===== config.mk =====
export PLATFORM = sky130hd
export DESIGN_NAME = h_bram_loader
export DESIGN_NICKNAME = d
export VERILOG_FILES = /design/src/rtl/h_bram_loader.sv
export SDC_FILE = /design/constraint.sdc
export NUM_CORES = 1
export LEC_CHECK = 0
export ABC_CLOCK_PERIOD_IN_PS = 6650
export CAP_MARGIN = 0
export CELL_PAD_IN_SITES_DETAIL_PLACEMENT = 1
export CELL_PAD_IN_SITES_GLOBAL_PLACEMENT = 1
export CORE_MARGIN = 4
export CORE_UTILIZATION = 35
export CTS_CLUSTER_DIAMETER = 150
export CTS_CLUSTER_SIZE = 16
export DETAILED_ROUTE_END_ITERATION = 10
export MAX_ROUTING_LAYER = met4
export PLACE_DENSITY_LB_ADDON = 0.1
export SETUP_SLACK_MARGIN = 0.1
export SLEW_MARGIN = 20
export SYNTH_ARGS = -nofsm -noshare
export SYNTH_HDL_FRONTEND = slang
export SYNTH_SLANG_ARGS = --single-unit
export TNS_END_PERCENT = 100

===== constraint.sdc =====
create_clock -name clk -period 6.65 [get_ports clk]
set_input_delay 0.9975 -clock clk [delete_from_list [all_inputs] [get_ports clk]]
set_output_delay 0.9975 -clock clk [all_outputs]
set_load 0.05 [all_outputs]

===== src/rtl/h_bram_loader.sv =====
// Host stream -> five GAT input BRAMs load sequencer.
// Fills col_idx, value, node_info, Weight and a in order, then flags each segment complete.
module h_bram_loader #(
    parameter int DATA_WIDTH       = 8,
    parameter int COL_IDX_WIDTH    = 11,
    parameter int NODE_INFO_WIDTH  = 21,
    parameter int IN_WIDTH         = 32,
    parameter int COL_IDX_DEPTH    = 242101,
    parameter int VALUE_DEPTH      = 242101,
    parameter int NODE_INFO_DEPTH  = 13264,
    parameter int WEIGHT_DEPTH     = 22928,
    parameter int A_DEPTH          = 32,
    localparam int COL_IDX_ADDR_W   = $clog2(COL_IDX_DEPTH),
    localparam int VALUE_ADDR_W     = $clog2(VALUE_DEPTH),
    localparam int NODE_INFO_ADDR_W = $clog2(NODE_INFO_DEPTH),
    localparam int WEIGHT_ADDR_W    = $clog2(WEIGHT_DEPTH),
    localparam int A_ADDR_W         = $clog2(A_DEPTH)
) (
    input  logic                        clk,
    input  logic                        rst_n,
    input  logic                        start,
    input  logic                        abort,
    input  logic [IN_WIDTH-1:0]         s_data,
    input  logic                        s_valid,
    output logic                        s_ready,
    output logic [COL_IDX_WIDTH-1:0]    H_col_idx_BRAM_din,
    output logic                        H_col_idx_BRAM_ena,
    output logic [COL_IDX_ADDR_W-1:0]   H_col_idx_BRAM_addra,
    output logic [DATA_WIDTH-1:0]       H_value_BRAM_din,
    output logic                        H_value_BRAM_ena,
    output logic [VALUE_ADDR_W-1:0]     H_value_BRAM_addra,
    output logic [NODE_INFO_WIDTH-1:0]  H_node_info_BRAM_din,
    output logic                        H_node_info_BRAM_ena,
    output logic [NODE_INFO_ADDR_W-1:0] H_node_info_BRAM_addra,
    output logic [DATA_WIDTH-1:0]       Weight_BRAM_din,
    output logic                        Weight_BRAM_ena,
    output logic [WEIGHT_ADDR_W-1:0]    Weight_BRAM_addra,
    output logic [DATA_WIDTH-1:0]       a_BRAM_din,
    output logic                        a_BRAM_ena,
    output logic [A_ADDR_W-1:0]         a_BRAM_addra,
    output logic                        H_col_idx_BRAM_load_done,
    output logic                        H_value_BRAM_load_done,
    output logic                        H_node_info_BRAM_load_done,
    output logic                        Weight_BRAM_load_done,
    output logic                        a_BRAM_load_done,
    output logic                        busy,
    output logic                        done
);

    localparam int M1    = (COL_IDX_ADDR_W > VALUE_ADDR_W) ? COL_IDX_ADDR_W : VALUE_ADDR_W;
    localparam int M2    = (M1 > NODE_INFO_ADDR_W) ? M1 : NODE_INFO_ADDR_W;
    localparam int M3    = (M2 > WEIGHT_ADDR_W) ? M2 : WEIGHT_ADDR_W;
    localparam int M4    = (M3 > A_ADDR_W) ? M3 : A_ADDR_W;
    localparam int CNT_W = (M4 < 1) ? 1 : M4;

    localparam logic [CNT_W-1:0] COL_LAST  = CNT_W'(COL_IDX_DEPTH - 1);
    localparam logic [CNT_W-1:0] VAL_LAST  = CNT_W'(VALUE_DEPTH - 1);
    localparam logic [CNT_W-1:0] INFO_LAST = CNT_W'(NODE_INFO_DEPTH - 1);
    localparam logic [CNT_W-1:0] W_LAST    = CNT_W'(WEIGHT_DEPTH - 1);
    localparam logic [CNT_W-1:0] A_LAST    = CNT_W'(A_DEPTH - 1);

    typedef enum logic [2:0] {
        IDLE    = 3'd0,
        LD_COL  = 3'd1,
        LD_VAL  = 3'd2,
        LD_INFO = 3'd3,
        LD_W    = 3'd4,
        LD_A    = 3'd5,
        FIN     = 3'd6
    } state_t;

    state_t               state_q, state_d, seg_next;
    logic [CNT_W-1:0]     cnt_q, cnt_d;
    logic [4:0]           seg_sel;
    logic                 seg_end;
    logic                 in_load;
    logic                 hs;
    logic [4:0]           ena_q, ena_d;
    logic [4:0]           last_q, last_d;
    logic [4:0]           flag_q, flag_d;
    logic [IN_WIDTH-1:0]  wr_data_q, wr_data_d;
    logic [CNT_W-1:0]     wr_addr_q, wr_addr_d;
    logic                 done_q, done_d;
    logic                 unused_ok;

    // Segment bit order throughout: 0 col_idx, 1 value, 2 node_info, 3 Weight, 4 a.
    always_comb begin
        state_d   = state_q;
        cnt_d     = cnt_q;
        seg_sel   = 5'b00000;
        seg_end   = 1'b0;
        seg_next  = IDLE;
        case (state_q)
            IDLE: begin
                if (start) begin
                    state_d = LD_COL;
                    cnt_d   = '0;
                end
            end
            LD_COL:  begin seg_sel = 5'b00001; seg_end = (cnt_q == COL_LAST);  seg_next = LD_VAL;  end
            LD_VAL:  begin seg_sel = 5'b00010; seg_end = (cnt_q == VAL_LAST);  seg_next = LD_INFO; end
            LD_INFO: begin seg_sel = 5'b00100; seg_end = (cnt_q == INFO_LAST); seg_next = LD_W;    end
            LD_W:    begin seg_sel = 5'b01000; seg_end = (cnt_q == W_LAST);    seg_next = LD_A;    end
            LD_A:    begin seg_sel = 5'b10000; seg_end = (cnt_q == A_LAST);    seg_next = FIN;     end
            FIN:     state_d = IDLE;
            default: state_d = IDLE;
        endcase

        in_load = |seg_sel;
        hs      = s_valid & in_load;

        if (hs) begin
            if (seg_end) begin
                cnt_d   = '0;
                state_d = seg_next;
            end else begin
                cnt_d = cnt_q + 1'b1;
            end
        end

        ena_d     = hs ? seg_sel : 5'b00000;
        last_d    = (hs && seg_end) ? seg_sel : 5'b00000;
        wr_data_d = hs ? s_data : wr_data_q;
        wr_addr_d = hs ? cnt_q : wr_addr_q;
        flag_d    = flag_q | last_q;
        if (state_q == IDLE && start) begin
            flag_d = 5'b00000;
        end
        done_d = (state_q == FIN);

        // Abort kills the pending handshake, queued flag sets and the done pulse.
        if (abort) begin
            state_d = IDLE;
            cnt_d   = '0;
            ena_d   = 5'b00000;
            last_d  = 5'b00000;
            flag_d  = 5'b00000;
            done_d  = 1'b0;
        end
    end

    always_ff @(posedge clk or negedge rst_n) begin
        if (!rst_n) begin
            state_q   <= IDLE;
            cnt_q     <= '0;
            ena_q     <= 5'b00000;
            last_q    <= 5'b00000;
            flag_q    <= 5'b00000;
            wr_data_q <= '0;
            wr_addr_q <= '0;
            done_q    <= 1'b0;
        end else begin
            state_q   <= state_d;
            cnt_q     <= cnt_d;
            ena_q     <= ena_d;
            last_q    <= last_d;
            flag_q    <= flag_d;
            wr_data_q <= wr_data_d;
            wr_addr_q <= wr_addr_d;
            done_q    <= done_d;
        end
    end

    assign s_ready = in_load;
    assign busy    = in_load;
    assign done    = done_q;

    // Shared data/address register fans out; each BRAM keeps only its low bits.
    assign H_col_idx_BRAM_din     = wr_data_q[COL_IDX_WIDTH-1:0];
    assign H_col_idx_BRAM_ena     = ena_q[0];
    assign H_col_idx_BRAM_addra   = wr_addr_q[COL_IDX_ADDR_W-1:0];
    assign H_value_BRAM_din       = wr_data_q[DATA_WIDTH-1:0];
    assign H_value_BRAM_ena       = ena_q[1];
    assign H_value_BRAM_addra     = wr_addr_q[VALUE_ADDR_W-1:0];
    assign H_node_info_BRAM_din   = wr_data_q[NODE_INFO_WIDTH-1:0];
    assign H_node_info_BRAM_ena   = ena_q[2];
    assign H_node_info_BRAM_addra = wr_addr_q[NODE_INFO_ADDR_W-1:0];
    assign Weight_BRAM_din        = wr_data_q[DATA_WIDTH-1:0];
    assign Weight_BRAM_ena        = ena_q[3];
    assign Weight_BRAM_addra      = wr_addr_q[WEIGHT_ADDR_W-1:0];
    assign a_BRAM_din             = wr_data_q[DATA_WIDTH-1:0];
    assign a_BRAM_ena             = ena_q[4];
    assign a_BRAM_addra           = wr_addr_q[A_ADDR_W-1:0];

    assign H_col_idx_BRAM_load_done   = flag_q[0];
    assign H_value_BRAM_load_done     = flag_q[1];
    assign H_node_info_BRAM_load_done = flag_q[2];
    assign Weight_BRAM_load_done      = flag_q[3];
    assign a_BRAM_load_done           = flag_q[4];

    assign unused_ok = ^{wr_data_q, wr_addr_q};

endmodule


Word-level counts from Yosys, hierarchy flattened
Index checks and enable logic that the tools add are counted.
- register bits after elaboration: 76
- input bits: 37
- add/sub/neg operators: 1
- equal/unequal tests: 10
- muxes and demuxes: 20
- bitwise gates (word level): 2
- reduce and logical (&&, ||, !) cells: 9
- operators by type and width (cell ; count):
    18-bit two-way mux ; 5
    5-bit two-way mux ; 6
    5-bit case mux with 5 select lines ; 1
    18-bit by 1-bit adder with 18-bit output, second input constant ; 1
    18-bit by 14-bit == test with 1-bit output, second input constant ; 1
    18-bit by 15-bit == test with 1-bit output, second input constant ; 1
    18-bit == test, second input constant ; 1
    18-bit by 5-bit == test with 1-bit output, second input constant ; 1
    3-bit case mux with 5 select lines ; 1
    3-bit two-way mux ; 4
    5-bit OR reduction ; 2
    3-bit == test, second input constant ; 3
    3-bit by 2-bit == test with 1-bit output, second input constant ; 2
    3-bit case mux with 2 select lines ; 1
    3-bit nonzero test ; 2
    5-bit OR ; 1
    1-bit case mux with 4 select lines ; 1
    3-bit by 1-bit == test with 1-bit output, second input constant ; 1
    3-bit zero test ; 1
    1-bit logical AND ; 2
    2-bit AND reduction ; 1
    2-bit OR reduction ; 1
    1-bit bitwise AND ; 1
    1-bit two-way mux ; 1

Longest topological paths before layout
Gate-level depths: netlist (run 1).
- depth after elaboration: 7
- mapped depth: 12
- depth with buffers taken out: 8

Worst setup path after synthesis (run 1)
No wires, ideal clock.
- path kind: reg2out
- from: register state_q[1]
- to: output s_ready
- arrival: 2217 ps
- path slack: 3435 ps
- cell stages (with the launch flop): 6
- cells stage by stage: dfrtp_1 buf_6 inv_1 ha_1 o21ai_1 buf_4
- longest elaborated chain between the ends: 3
- elaborated cells between the ends (all ways): 7
- those cells by class: eq/ne: 5; mux: 1; reduce/logical: 1
- RTL lines (item ; RTL line ; RTL):
    start, declared ; 72 ; state_t state_q, state_d, seg_next;
    start signal, assigned ; 153 ; state_q <= state_d;
    3-bit == test, or another cell as far along ; 93 ; case (state_q)
    5-bit case mux with 5 select lines * ; 93 ;
    5-bit OR reduction * ; 109 ; in_load = |seg_sel;
    end, declared ; 25 ; output logic s_ready,
Mark *: on every way between the ends. The rest lies on a longest branch, timed or not.

Final worst setup path (run 1)
- from: register state_q[1]
- to: output busy
- longest elaborated chain between the ends: 3
- elaborated cells between the ends (all ways): 7
- those cells by class: eq/ne: 5; mux: 1; reduce/logical: 1
- RTL lines (item ; RTL line ; RTL):
    3-bit == test, or another cell as far along ; 93 ;
    5-bit case mux with 5 select lines * ; 93 ;
    5-bit OR reduction * ; 109 ;
    end, declared ; 46 ; output logic busy,
Marked as above.

==> impl_metrics.tcl, run 1 <==
set metrics [dict create \
    final_common_cell "clkdlybuf4s50_1" \
    vias 3121 \
    gp_congestion 0.808 \
    reg2reg_depth 8 \
    final_cell_mix "clkdlybuf4s50_1, dfrtp_1, mux2_2" \
    synth-async-reset-ratio_pct 100 \
    use_met2_pct 26.2 \
    cts_made_buffers 9 \
    io_buffers 164 \
    drive_gt1_share_pct 14.3 \
    reg2reg_from "state_q[1]" \
    grt_use_met3_pct 4.13 \
    yosys_register_bits 76 \
    clkTransAtPathRegs_ns 0.06 \
    synth.avg_cell_area_sq_um 10.6 \
    reg2reg_slack_ns 3.04 \
    period_share_pct 59.2 \
    clock_path_buffers 2 \
    setup_slack_ns 2.71 \
    post_cts_resized 0 \
    hold_violations 0 \
    netlist_area_sq_um 4210 \
    yosys_warnings 0 \
    endpoint_kind "output pin" \
    vdd_drop_max_mv 0.126 \
    powerDensity_nw_per_um2 273 \
    post_cts_buffers 0 \
    path_max_fanout 16 \
    insertion_delay_ns 0.34 \
    crit_path_end "busy" \
    use_met1_pct 18.2 \
    p_leak_nw 2.31 \
    fp.coreArea_sq_um 11600 \
    fin_crit_ns 3.94 \
    die_area_sq_um 13900 \
    place_area_sq_um 5290 \
    startpoint "state_q[1]" \
    hpwl_mm 7.45 \
    status "finished clean" \
    wl_per_cell_microns 17.1 \
    root_buffer "clkbuf_16" \
    ant_nets 0 \
    drt_iter0_markers 81 \
    htreeDepth 3 \
    whs_ns 0.465 \
    antenna_found_initial 0 \
    die_width_microns 118 \
    crit_required_ns 5.65 \
    worst_pin_slew_ns 0.950 \
    vias_per_cell 5.10 \
    dpl_worst_slack_ns 3.06 \
    grt_usage_pct 15.6 \
    slew_violations 0 \
    maxClockFrequency_mhz 254 \
    rows 39 \
    grt_pass1_wl_mm 17.3 \
    place_inst 596 \
    area_growth_pct 33.0 \
    synth_nets 438 \
    cts_hold_buf 0 \
    crit_type "reg -> out" \
    final_cells 612 \
    r2r_end "state_q[0]" \
    synthFlopType "dfrtp_1" \
    startpoint_type "register" \
    start_util_pct 36.3 \
    grt_max_degree 77 \
    drt_pre_antenna_iters 4 \
    ys_types 53 \
    cts_tree "done" \
    fin_skew_ns 0.00872 \
    finalNetCount 506 \
    grt_pass1_vias 3261 \
    grt-busiest-layer "met2" \
    grt_overflow 0 \
    slew_headroom_pct 36.6 \
    antenna_cells 0 \
    drc_errors 0 \
    arrival_ns 2.94 \
    maxCapViolations 0 \
    yosysTopAreaCell "dfrtp_1" \
    setup_viol 0 \
    wl_mm 10.5 \
    syn_inst 396 \
    final_area_sq_um 5600 \
    io-pin-count 176 \
    synth.area.top_cells "dfrtp_1, buf_4, mux2_2, nand2_1, ha_1" \
    clock_sinks 76 \
    yosysSeqAreaShare_pct 45.1 \
    synth_edf_count 0 \
    fin_util_pct 48.2 \
    totalPowerFinal_mw 1.53 \
    fp.dieH_microns 118 \
    finalSetupTns_ns 0 \
    rsz0062_at_grt "false" \
    yosysTopAreaCellShare_pct 45.1 \
    hp-class "reg -> reg" \
]
==> cell families (layout without fill, tap and decap cells) <==
kind of cell | count (synthesis) | after routing | share of synthesized area, %
AND/OR/NAND/NOR | 95 | 95 | 12.8
flip-flops | 76 | 76 | 45.1
AO/OA/AOI/OAI | 53 | 53 | 8.76
buffers and inverters | 116 | 189 | 18.8
multiplexers | 43 | 43 | 11.4
adder cells (fa/ha/maj) | 5 | 5 | 1.48
XOR/XNOR | 8 | 8 | 1.66
==> synthesized netlist by cell type (all sizes together), types with 3 or more instances <==
cell	count
nor4	8
nand4b	4
nor2	8
o211ai	4
nor3	8
a22oi	4
dfrtp	76
ha	5
or4	3
nand2b	5
o21a	8
xor2	6
mux2	40
mux2i	3
clkbuf	12
inv	5
nand2	23
and3	3
o21ai	10
or2	3
a32oi	3
a21oi	9
nand3	6
nand4	8
buf	99
nor2b	6
==> where the power goes <==
part / total [mW] / switching [mW] / internal (mW)
Sequential: 0.518 / 0.0268 / 0.491
Combinational: 0.506 / 0.342 / 0.164
Clock: 0.504 / 0.200 / 0.304
Total: 1.53 / 0.569 / 0.959
==> per-layer routing <==
layer | wire length [microns] | share of wire, %
met5 | 0 | 0
met4 | 180 | 1.7
met3 | 562 | 5.4
met2 | 5250 | 50
met1 | 4500 | 43
==> layout make-up <==
cell class                 instances  area (sq um)
multi-input combinational        204          1520
timing repair buffer             168          1670
tap                              143           179
clock inverter                     6          71.3
sequential                        76          1900
clock buffer                      10           239
inverter                           5          18.8
fill                            1268          6010
==> state kept, by name, summed over array words and instances, names as in the netlist <==
register,cells
H_col_idx_BRAM_addra,18
cnt_q,18
done,1
ena_q,5
flag_q,5
last_q,5
state_q,3
wr_data_q,21
==> worst min-delay path by stage <==
stage | slack, ns | cells past startpoint | start | end
after floorplan | 0.44 | 1 | last_q[0] | flag_q[0]
after global placement | 0.45 | 1 | last_q[3] | flag_q[3]
after detailed placement | 0.45 | 1 | last_q[2] | flag_q[2]
after CTS | 0.47 | 1 | last_q[2] | flag_q[2]
after global routing | 0.49 | 1 | last_q[2] | flag_q[2]
final | 0.46 | 1 | last_q[2] | flag_q[2]
==> critical path: stages (launching register included) <==
cell             delay [ns]
dfrtp_1                0.69
inv_1                  0.18
ha_1                   0.43
o21ai_1                0.40
clkdlybuf4s50_1        0.90
No activity file was read; power rests on OpenSTA's default activity.
==> inputs of run 2 (changes only) <==
ABC_CLOCK_PERIOD_IN_PS = 4130   (was 6650)
CORE_UTILIZATION = 32   (was 35)
clock period = 4.13 ns   (was 6.65 ns; I/O delays follow)
==> run 2 against run 1 <==
  * Cell area rose by 1.0%
  * Flip-flop and latch count unchanged
  * Via count down 0.51%
  * Final cell count increased by 4.7%
  * Total power increased by 64%
  * Critical endpoint unchanged
  * Largest cell class unchanged
==> impl_metrics.tcl, run 2 (synthesis results as in run 1) <==
set metrics [dict create \
    antenna_cells 0 \
    die_width_microns 123 \
    grt_pass1_wl_mm 17.4 \
    grt_pass1_vias 3221 \
    rows 41 \
    powerDensity_nw_per_um2 442 \
    drc_errors 0 \
    htreeDepth 3 \
    drive_gt1_share_pct 14.3 \
    arrival_ns 2.90 \
    vdd_drop_max_mv 0.218 \
    io-pin-count 176 \
    use_met1_pct 17.9 \
    reg2reg_slack_ns 0.63 \
    setup_slack_ns 0.607 \
    hpwl_mm 7.91 \
    grt_usage_pct 15.0 \
    wl_per_cell_microns 16.7 \
    grt-busiest-layer "met2" \
    area_growth_pct 34.4 \
    top_register "wr_data_q" \
    insertion_delay_ns 0.34 \
    drt_iter0_markers 97 \
    cts_hold_buf 0 \
    finalNetCount 507 \
    vias_per_cell 4.84 \
    io_buffers 164 \
    fillerInstances 1359 \
    worst_pin_slew_ns 0.964 \
    grt_overflow 0 \
    antenna_found_initial 0 \
    reg2reg_from "state_q[1]" \
    grt_use_met3_pct 3.36 \
    reg2reg_depth 8 \
    fp.dieH_microns 123 \
    slew_violations 0 \
    vias 3105 \
    use_met2_pct 25.1 \
    final_common_cell "clkdlybuf4s50_1" \
    fin_crit_ns 3.52 \
    largest_reg_flops 21 \
    startpoint_type "register" \
    crit_type "reg -> out" \
    path_max_fanout 16 \
    final_cell_mix "clkdlybuf4s50_1, dfrtp_1, mux2_2" \
    post_cts_buffers 0 \
    cts_tree "done" \
    wl_mm 10.7 \
    post_cts_resized 0 \
    slew_headroom_pct 35.8 \
    grt_max_degree 77 \
    maxCapViolations 0 \
    ant_nets 0 \
    setup_viol 0 \
    hold_violations 0 \
    crit_required_ns 3.51 \
    maxClockFrequency_mhz 284 \
    hp-class "in -> async" \
    period_share_pct 85.3 \
    clkTransAtPathRegs_ns 0.06 \
    totalPowerFinal_mw 2.50 \
    start_util_pct 33.0 \
    status "finished clean" \
    dpl_worst_slack_ns 0.640 \
    p_leak_nw 2.32 \
    clock_path_buffers 2 \
    die_area_sq_um 15100 \
    endpoint_kind "output pin" \
    gp_congestion 0.804 \
    fp.coreArea_sq_um 12800 \
    fin_skew_ns 0.00727 \
    drt_pre_antenna_iters 4 \
    rsz0062_at_grt "false" \
    clock_sinks 76 \
    finalSetupTns_ns 0 \
    r2r_end "state_q[0]" \
    cts_made_buffers 9 \
    root_buffer "clkbuf_16" \
]
## run 2: final cells by class
class / count / area, sq um / area share, %
Sequential cell: 76 / 1900 / 33.6
Timing Repair Buffer: 169 / 1680 / 29.6
Inverter: 5 / 18.8 / 0.331
Tap cell: 172 / 215 / 3.80
Clock buffer: 11 / 253 / 4.46
Multi-Input combinational cell: 204 / 1520 / 26.9
Clock inverter: 4 / 72.6 / 1.28
## run 2: report_power, final
part,switching [mW],total [mW],internal (mW)
logic,0.551,0.815,0.264
clock network,0.295,0.853,0.557
registers,0.0425,0.833,0.791
## run 2: worst max-delay path by stage
stage,startpoint,to,cells past startpoint
finish,state_q[1],busy,4
global route,state_q[1],state_q[0],8
CTS,state_q[1],busy,4
detailed placement,state_q[1],state_q[0],8
global placement,state_q[1],cnt_q[4],8
floorplan,state_q[1],cnt_q[12],8
## run 2: through the flow
step / util (%) / hold slack, ns / instances / instance area [sq um]
final: 44.3 / 0.424 / 641 / 5660
after CTS: 44.3 / 0.468 / 641 / 5660
after detailed placement: 41.8 / 0.455 / 626 / 5340
after global placement: 41.8 / 0.447 / 626 / 5340
after global routing: 44.3 / 0.487 / 641 / 5660
after floorplan: - / 0.324 / 396 / 4210
## run 2: metal layers
layer	up-vias	part of all wire [%]	wire (microns)
li1	1430	-	-
met1	1574	42	4480
met2	90	51	5470
met3	11	5.8	625
met4	0	1.5	159
met5	-	0	0
## run 2: critical path: stages (launching register included)
cell and delay (ns):
dfrtp_1 0.68, inv_1 0.19, ha_1 0.43, o21ai_1 0.38
clkdlybuf4s50_1 0.88
